**config.mk**
```make
export PLATFORM = sky130hd
export DESIGN_NAME = score_keeper
export DESIGN_NICKNAME = d
export VERILOG_FILES = /design/src/rtl/scoreboard_pkg.sv /design/src/rtl/btn_debounce.sv /design/src/rtl/score_keeper.sv
export SDC_FILE = /design/constraint.sdc
export NUM_CORES = 1
export LEC_CHECK = 0
export CORE_MARGIN = 5
export CORE_UTILIZATION = 25
export DETAILED_ROUTE_END_ITERATION = 10
export PLACE_DENSITY_LB_ADDON = 0.3
export RECOVER_POWER = 100
export SKIP_LAST_GASP = 1
export SLEW_MARGIN = 0
export SYNTH_ARGS = -nofsm -noshare
export SYNTH_HDL_FRONTEND = slang
export SYNTH_SLANG_ARGS = --single-unit
```
**constraint.sdc**
```tcl
create_clock -name clk_1khz -period 2.6 [get_ports clk_1khz]
set_input_delay 0.65 -clock clk_1khz [delete_from_list [all_inputs] [get_ports clk_1khz]]
set_output_delay 0.65 -clock clk_1khz [all_outputs]
set_load 0.05 [all_outputs]
```
**src/rtl/scoreboard_pkg.sv**
```systemverilog
// Shared types and BCD helpers for the two-player score keeper.
// Scores are held as packed two-digit BCD {tens, ones}.
package scoreboard_pkg;

  localparam int unsigned DigitW = 4;

  typedef enum logic [1:0] {
    LastNone = 2'b00,
    LastP1   = 2'b01,
    LastP2   = 2'b10
  } last_e;

  typedef logic [2*DigitW-1:0] bcd_t;

  function automatic bcd_t to_bcd(int unsigned v);
    return {DigitW'(v / 10), DigitW'(v % 10)};
  endfunction

  // Saturates at max_s; ones digit wraps 9 -> 0 with a carry into tens.
  function automatic bcd_t bcd_inc(bcd_t s, bcd_t max_s);
    bcd_t r;
    r = s;
    if (s != max_s) begin
      if (s[DigitW-1:0] >= DigitW'(9)) begin
        r[DigitW-1:0]        = '0;
        r[2*DigitW-1:DigitW] = s[2*DigitW-1:DigitW] + DigitW'(1);
      end else begin
        r[DigitW-1:0] = s[DigitW-1:0] + DigitW'(1);
      end
    end
    return r;
  endfunction

  // Floors at 00; ones digit wraps 0 -> 9 with a borrow from tens.
  function automatic bcd_t bcd_dec(bcd_t s);
    bcd_t r;
    r = s;
    if (s != '0) begin
      if (s[DigitW-1:0] == '0) begin
        r[DigitW-1:0]        = DigitW'(9);
        r[2*DigitW-1:DigitW] = s[2*DigitW-1:DigitW] - DigitW'(1);
      end else begin
        r[DigitW-1:0] = s[DigitW-1:0] - DigitW'(1);
      end
    end
    return r;
  endfunction

endpackage

```
**src/rtl/btn_debounce.sv**
```systemverilog
// Raw button conditioner: 2-flop synchronizer, stable-count debouncer and
// a single-cycle pulse on each rising edge of the debounced level.
module btn_debounce #(
  parameter int unsigned DEBOUNCE_CYCLES = 20
) (
  input  logic clk_i,
  input  logic rst_ni,
  input  logic btn_i,
  output logic pulse_o
);

  localparam int unsigned CntW = (DEBOUNCE_CYCLES > 1) ? $clog2(DEBOUNCE_CYCLES) : 1;
  localparam logic [CntW-1:0] CntMax = CntW'(DEBOUNCE_CYCLES - 1);

  logic [1:0]      sync_q;
  logic            level_q, level_d;
  logic            prev_q;
  logic [CntW-1:0] cnt_q, cnt_d;

  // Any sample matching the current level restarts the count.
  always_comb begin
    level_d = level_q;
    cnt_d   = '0;
    if (sync_q[1] != level_q) begin
      if (cnt_q == CntMax) begin
        level_d = sync_q[1];
      end else begin
        cnt_d = cnt_q + 1'b1;
      end
    end
  end

  always_ff @(posedge clk_i or negedge rst_ni) begin
    if (!rst_ni) begin
      sync_q  <= '0;
      cnt_q   <= '0;
      level_q <= 1'b0;
      prev_q  <= 1'b0;
    end else begin
      sync_q  <= {sync_q[0], btn_i};
      cnt_q   <= cnt_d;
      level_q <= level_d;
      prev_q  <= level_q;
    end
  end

  assign pulse_o = level_q & ~prev_q;

endmodule

```
**src/rtl/score_keeper.sv**
```systemverilog
// Two-player BCD score keeper with saturation and a single level of undo
// for the most recent single-player increment.
module score_keeper
  import scoreboard_pkg::*;
#(
  parameter int unsigned DEBOUNCE_CYCLES = 20,
  parameter int unsigned MAX_SCORE       = 99
) (
  input  logic              clk_1khz,
  input  logic              rst_ni,
  input  logic              p1_btn_i,
  input  logic              p2_btn_i,
  input  logic              undo_btn_i,
  output logic [DigitW-1:0] p1_tens_o,
  output logic [DigitW-1:0] p1_ones_o,
  output logic [DigitW-1:0] p2_tens_o,
  output logic [DigitW-1:0] p2_ones_o,
  output logic [1:0]        last_o
);

  localparam bcd_t MaxBcd = to_bcd(MAX_SCORE);

  logic  p1_ev, p2_ev, undo_ev;
  bcd_t  p1_q, p1_d, p2_q, p2_d;
  last_e last_q, last_d;

  btn_debounce #(.DEBOUNCE_CYCLES(DEBOUNCE_CYCLES)) u_p1_db (
    .clk_i  (clk_1khz),
    .rst_ni (rst_ni),
    .btn_i  (p1_btn_i),
    .pulse_o(p1_ev)
  );

  btn_debounce #(.DEBOUNCE_CYCLES(DEBOUNCE_CYCLES)) u_p2_db (
    .clk_i  (clk_1khz),
    .rst_ni (rst_ni),
    .btn_i  (p2_btn_i),
    .pulse_o(p2_ev)
  );

  btn_debounce #(.DEBOUNCE_CYCLES(DEBOUNCE_CYCLES)) u_undo_db (
    .clk_i  (clk_1khz),
    .rst_ni (rst_ni),
    .btn_i  (undo_btn_i),
    .pulse_o(undo_ev)
  );

  // Increments take priority; undo only acts on a quiet cycle.
  always_comb begin
    p1_d   = p1_q;
    p2_d   = p2_q;
    last_d = last_q;
    if (p1_ev || p2_ev) begin
      if (p1_ev) p1_d = bcd_inc(p1_q, MaxBcd);
      if (p2_ev) p2_d = bcd_inc(p2_q, MaxBcd);
      if (p1_ev && p2_ev) begin
        last_d = LastNone;
      end else if (p1_ev) begin
        last_d = LastP1;
      end else begin
        last_d = LastP2;
      end
    end else if (undo_ev) begin
      case (last_q)
        LastP1:  p1_d = bcd_dec(p1_q);
        LastP2:  p2_d = bcd_dec(p2_q);
        default: ;
      endcase
      last_d = LastNone;
    end
  end

  always_ff @(posedge clk_1khz or negedge rst_ni) begin
    if (!rst_ni) begin
      p1_q   <= '0;
      p2_q   <= '0;
      last_q <= LastNone;
    end else begin
      p1_q   <= p1_d;
      p2_q   <= p2_d;
      last_q <= last_d;
    end
  end

  assign p1_tens_o = p1_q[2*DigitW-1:DigitW];
  assign p1_ones_o = p1_q[DigitW-1:0];
  assign p2_tens_o = p2_q[2*DigitW-1:DigitW];
  assign p2_ones_o = p2_q[DigitW-1:0];
  assign last_o    = last_q;

endmodule

```
==> impl_results.md <==
* Iteration-0 DRC Markers at 82
* Die area at 11500 µm²
* XOR/XNOR Fraction of Synth Area at 0.0592
* RSZ-0062 raised after global routing: false
* Rel. slew slack at 0.256
* Max clock buf depth at 2
* Post-Syn Area per Cell at 10.5 µm²
* # nets final at 272
* TritonRoute pass-1 iters at 4
* Peak supply drop at 223 µV
* Seq cells post-synth at 45
* N_diodes at 0
* Total power divided by cell area at 428 nW/µm²
* Layout fillers at 967
* Largest net degree at the start of global routing at 46
* Leak at 0.00123 µW
* Critical path's slowest cell: or4b_1
* First-pass GRT wire length at about 8500 µm
* Number of synthesized flops with an enable pin at 0
* Crit-path max cell delay at 0.61 ns
* Total power at 1210 µW
* Fin crit share at 0.916
* Die Span Y at 107 µm
* Number of routed nets with antenna violations at 0
* CTS tree: yes
* Mux cell area share after synthesis at 0.0534
* Max H-tree Level at 2
* Layout cells sized above 1 at 0.0980
* Clock slew at reported path FFs at 0.09 ns
* Slew Limit Fails at 0
* Worst-Margin Slew at 1.12 ns
* Endpoints failing setup at 0
* Post-synthesis cell count at 225
* Register area at 1130 µm²
* Final core utilization at 0.305
* DIE WIDTH at 107 µm
* Area added between synthesis and finish at 19.2%
* Clock sinks at 45
* WP buf/inv at 1
* TNS Setup at 0 ns
* Gpl congestion at 0.807
* Clk_skew at between 0.009 and 0.01 ns
* WL per Instance at 12.5 µm
* Max Clock Freq at ~0.42 GHz
* Crit Path Max Fanout at 8
* Footprint of the multi-input gates at 1190 µm²
* Largest family of logic cells by synthesized area: simple AND/OR/NAND/NOR gates
* # resized after CTS at 0
* Sequential fraction of the synthesis area at 0.476
* Simple-Gate Fraction of Synth Area at 0.194
* Delay-heaviest family, CP: simple AND/OR/NAND/NOR gates
* Number of global-route vias before repair at 1794
* Setup Crit Path Kind: reg2reg
* Synth Warn # at 0
* Ranking of synthesized cells by area: dfrtp_1 48%, ha_1 6.9%, xnor2_1 4.8%
* Data arrival, critical path at 2.57 ns
* Required time of the critical path at 2.79 ns
* I/O Buffers at 22
* Later-pin clock latency in the skew report at 0.30 ns
* Total congestion overflow at 0
* Outcome: completed
* Cell Area, Synth at 2370 µm²
* Critical Path Source Type: flip-flop
* Hold Crit Class: reg2reg
* Period minus WS final at 2.38 ns
* Post-synthesis async set-or-reset flop share at 1.00
* Vias per std cell at roughly 4.6
* Initial antenna violation count at 0
* CP Capture Type: flip-flop
* Total core area at 9240 µm²
* Fin. Hold Viols at 0
* Top cell type's share of synthesized area at 0.476
* Post-Syn Nets at 243
* GRT Total Usage at 0.0906
* Post-CTS Hold Fix Bufs at 0
* Adder-Cell Fraction of Synth Area at 0.0687
* Compound-Gate Fraction of Synth Area at 0.128
* IO Pins at 23
* Max_cap viols at 0
* Initial Util at 0.256
* DRC errors left at 0
* Num rows at 35
* HPWL Detailed at 3450 µm
* Via count at 1769
* CP Cell Sequence: inv_1 -> ha_1 -> nor3b_2 -> or4b_1 -> and2_0 -> mux2_1
* Synth area leader: dfrtp_1
* TritonCTS Buffers at 5
* Drt total wl at 4800 µm
* CTS root buffer: clkbuf_8
* Setup Buffers After CTS at 0
* Dominant synthesized flop cell: dfrtp_1
* Distinct cells, synth at 49
## worst reg2reg max path, cell delays in order, from the launching register on
cell and delay [ns]:
dfrtp_1 0.46, inv_1 0.13, ha_1 0.20, nor3b_2 0.30, or4b_1 0.61, and2_0 0.25, mux2_1 0.32
## cells by family (layout without fill, tap and decap cells)
kind of cell             Yosys count  in the layout
flip-flops                        45             45
AND/OR/NAND/NOR                   82             82
multiplexers                      11             11
adder cells (fa/ha/maj)           13             13
AO/OA/AOI/OAI                     48             48
buffers and inverters             10             40
XOR/XNOR                          16             16
## cells in the mapped netlist, drive strengths merged (3+ instances only)
cell type / number
nor2b: 5
xor2: 3
nor3b: 4
o32ai: 3
a31oi: 5
nor3: 5
nand2: 13
nand3: 10
nand2b: 5
o21ai: 15
a21oi: 10
nor2: 21
ha: 13
xnor2: 13
dfrtp: 45
inv: 6
buf: 4
mux2: 10
## worst paths after layout
path                                   start                 to  slack, ns  cells past startpoint
setup / recovery                     p2_q[0]            p2_q[3]       0.22                      6
hold / removal             u_p2_db.sync_q[0]  u_p2_db.sync_q[1]       0.36                      0
setup reg to reg                     p2_q[0]            p2_q[3]       0.22                      6
hold reg to reg            u_p2_db.sync_q[0]  u_p2_db.sync_q[1]       0.36                      0
max in group asynchronous             rst_ni            p1_q[5]       1.28                      2
min in group asynchronous             rst_ni            p2_q[7]       0.64                      2
## where the power goes
group | switching [µW] | internal [µW]
combinational | 27.4 | 18.7
sequential | 11.2 | 715
clock | 245 | 190
## final cells by class
type | count | area share
Sequential cell | 45 | 0.399
Tap cell | 129 | 0.0572
Clock inverter | 2 | 0.00532
Multi-Input combinational cell | 170 | 0.420
Timing Repair Buffer | 26 | 0.0847
Clock buffer | 6 | 0.0257
Inverter | 6 | 0.00798
## cells in the final DEF (no fill, tap or decap), types with 3 or more instances in the layout
cell and n:
nor2_1 21, nor3b_1 3, inv_1 6, nand2_1 12, xnor2_1 13, dlygate4sd3_1 21
nand2b_1 5, o21ai_0 15, clkbuf_8 5, o32ai_1 3, ha_1 13, dfrtp_1 45
a31oi_1 5, nand3_1 10, nor2b_1 5, nor3_1 5, xor2_1 3, a21oi_1 10
mux2_2 8
## sequential cells by signal, indices dropped and copies added (netlist names), 2 cells and up
register and count:
u_undo_db.sync_q 2, p1_q 8, u_p2_db.cnt_q 5, p2_q 8, last_o 2, u_p1_db.cnt_q 5
u_p1_db.sync_q 2, u_undo_db.cnt_q 5, u_p2_db.sync_q 2
## layer usage
| metal | global-route usage | up-vias | routed length, µm |
|---|---|---|---|
| met4 | 0.0411 | 0 | 119 |
| met2 | 0.139 | 36 | 2130 |
| met3 | 0.0258 | 12 | 233 |
| li1 | - | 875 | - |
| met1 | 0.118 | 846 | 2310 |
| met5 | 0 | - | 0 |
## through the flow
stage                     cells  hold slack [ns]  cell area (µm²)  worst slack, ns
final                       384            0.355             2820            0.218
after global routing        384            0.376             2820           0.0695
after CTS                   384            0.358             2840            0.279
after detailed placement    376            0.337             2750            0.304
after global placement      376            0.334             2750            0.384
after floorplan             225            0.331             2370            0.254
(Power assumes the default switching activity.)
==> RTL edit (same flow settings) <==
`DEBOUNCE_CYCLES` is set to 20 in 2 places; all go to 40.
--- a/src/rtl/btn_debounce.sv
+++ b/src/rtl/btn_debounce.sv
@@ -3,3 +3,3 @@
 module btn_debounce #(
-  parameter int unsigned DEBOUNCE_CYCLES = 20
+  parameter int unsigned DEBOUNCE_CYCLES = 40
 ) (
--- a/src/rtl/score_keeper.sv
+++ b/src/rtl/score_keeper.sv
@@ -5,3 +5,3 @@
 #(
-  parameter int unsigned DEBOUNCE_CYCLES = 20,
+  parameter int unsigned DEBOUNCE_CYCLES = 40,
   parameter int unsigned MAX_SCORE       = 99
Check against the original RTL: same outputs for any inputs over 10 cycles, from zero or initial values and one cycle with rst_ni low; that may be too few to reach the edited logic, so the function may still have changed.
==> RTL edit against the original RTL <==
  * Final area is 7.2% higher
  * Routed wire length is 4.8% higher
  * Synthesized cell count is 7.1% higher
  * Setup slack better by 0.0073 ns
  * Total power is 14% higher
  * Register-to-register slack better by 0.19 ns
  * Via count is 4.2% higher
  * Sequential cell count is 3 higher
  * Area after synthesis is 7.7% higher
  * Count of clock-buffer cells in the layout is 1 lower
==> RTL edit: results (changes against the original RTL) <==
| Metric | Value |
|---|---|
| Status | `completed (unchanged)` |
| Syn Nets | `259 (was 243)` |
| First-pass GRT wire length | `9120 µm (was 8470 µm)` |
| CP max stage delay | `0.92 ns (was 0.61 ns)` |
| Wl on met1 | `2420 µm (was 2310 µm)` |
| Fin cells | `406 (was 384)` |
| Critical path's top delay family | `buffers and inverters (was simple AND/OR/NAND/NOR gates)` |
| Syn Area/Cell | `10.6 µm² (was 10.5 µm²)` |
| M2 GR Usage | `0.140 (was 0.139)` |
| Worst reg2reg path endpoint | `p1_q[7]$_DFFE_PN0P_ (was p2_q[3]$_DFFE_PN0P_)` |
| Post-DP HPWL | `3690 µm (was 3450 µm)` |
| Commonest cells in the netlist | `48 x dfrtp_1, 36 x nor2_1, 14 x xor2_1 (was 45 x dfrtp_1, 21 x nor2_1, 15 x o21ai_0)` |
| Leak | `1.38 nW (was 1.23 nW)` |
| Clkbuf count | `5 (was 6)` |
| Seq area share | `0.397 (was 0.399)` |
| Sequential-to-total area share from yosys stat | `0.471 (was 0.476)` |
| Clock skew | `0.00931 ns (was 0.00979 ns)` |
| Clock group total power | `0.556 mW (was 0.434 mW)` |
| Fill count | `1,019 (was 967)` |
| Number of non-clock buffers | `29 (was 26)` |
| Die ar. | `0.0123 mm² (was 0.0115 mm²)` |
| Design area | `0.00303 mm² (was 0.00282 mm²)` |
| Largest net degree at the start of global routing | `49 (was 46)` |
| GR Util All Layers | `0.0886 (was 0.0906)` |
| Worst Path Max Fanout | `7 (was 8)` |
| Met1 Track Usage GR | `0.116 (was 0.118)` |
| Multi-input combinational area share | `0.417 (was 0.420)` |
| Synthesized-area fraction occupied by xor and xnor cells | `0.0928 (was 0.0592)` |
| Clk network pwr share | `0.404 (was 0.360)` |
| Final min period | `2.37 ns (was 2.38 ns)` |
| WL met2 | `2330 µm (was 2130 µm)` |
| Mux share of post-synthesis cell area | `0.0231 (was 0.0534)` |
| Tightest Pin Transition | `1.20 ns (was 1.12 ns)` |
| Met3 Use GR | `0.0295 (was 0.0258)` |
| CP arrival | `1.72 ns (was 2.57 ns)` |
| Post-Place Cells | `398 (was 376)` |
| Multi-input gates | `182 (was 170)` |
| Adder-cell share of the synthesized area | `0.0638 (was 0.0687)` |
| Final GP Congestion | `0.824 (was 0.807)` |
| Worst setup path end | `p2_tens_o[1] (was p2_q[3]$_DFFE_PN0P_)` |
| Vias in the first global route | `1,880 (was 1,794)` |
[RTL edit: worst min-delay path by stage]
stage               slack (ns)                         from                     endpoint
finish                    0.36  u_p1_db.sync_q[0]$_DFF_PN0_  u_p1_db.sync_q[1]$_DFF_PN0_
global route              0.37  u_p2_db.sync_q[0]$_DFF_PN0_  u_p2_db.sync_q[1]$_DFF_PN0_
CTS                       0.36  u_p1_db.sync_q[0]$_DFF_PN0_  u_p1_db.sync_q[1]$_DFF_PN0_
detailed placement        0.34  u_p2_db.sync_q[0]$_DFF_PN0_  u_p2_db.sync_q[1]$_DFF_PN0_
global placement          0.34  u_p1_db.sync_q[0]$_DFF_PN0_  u_p1_db.sync_q[1]$_DFF_PN0_
floorplan                 0.33  u_p1_db.sync_q[0]$_DFF_PN0_  u_p1_db.sync_q[1]$_DFF_PN0_
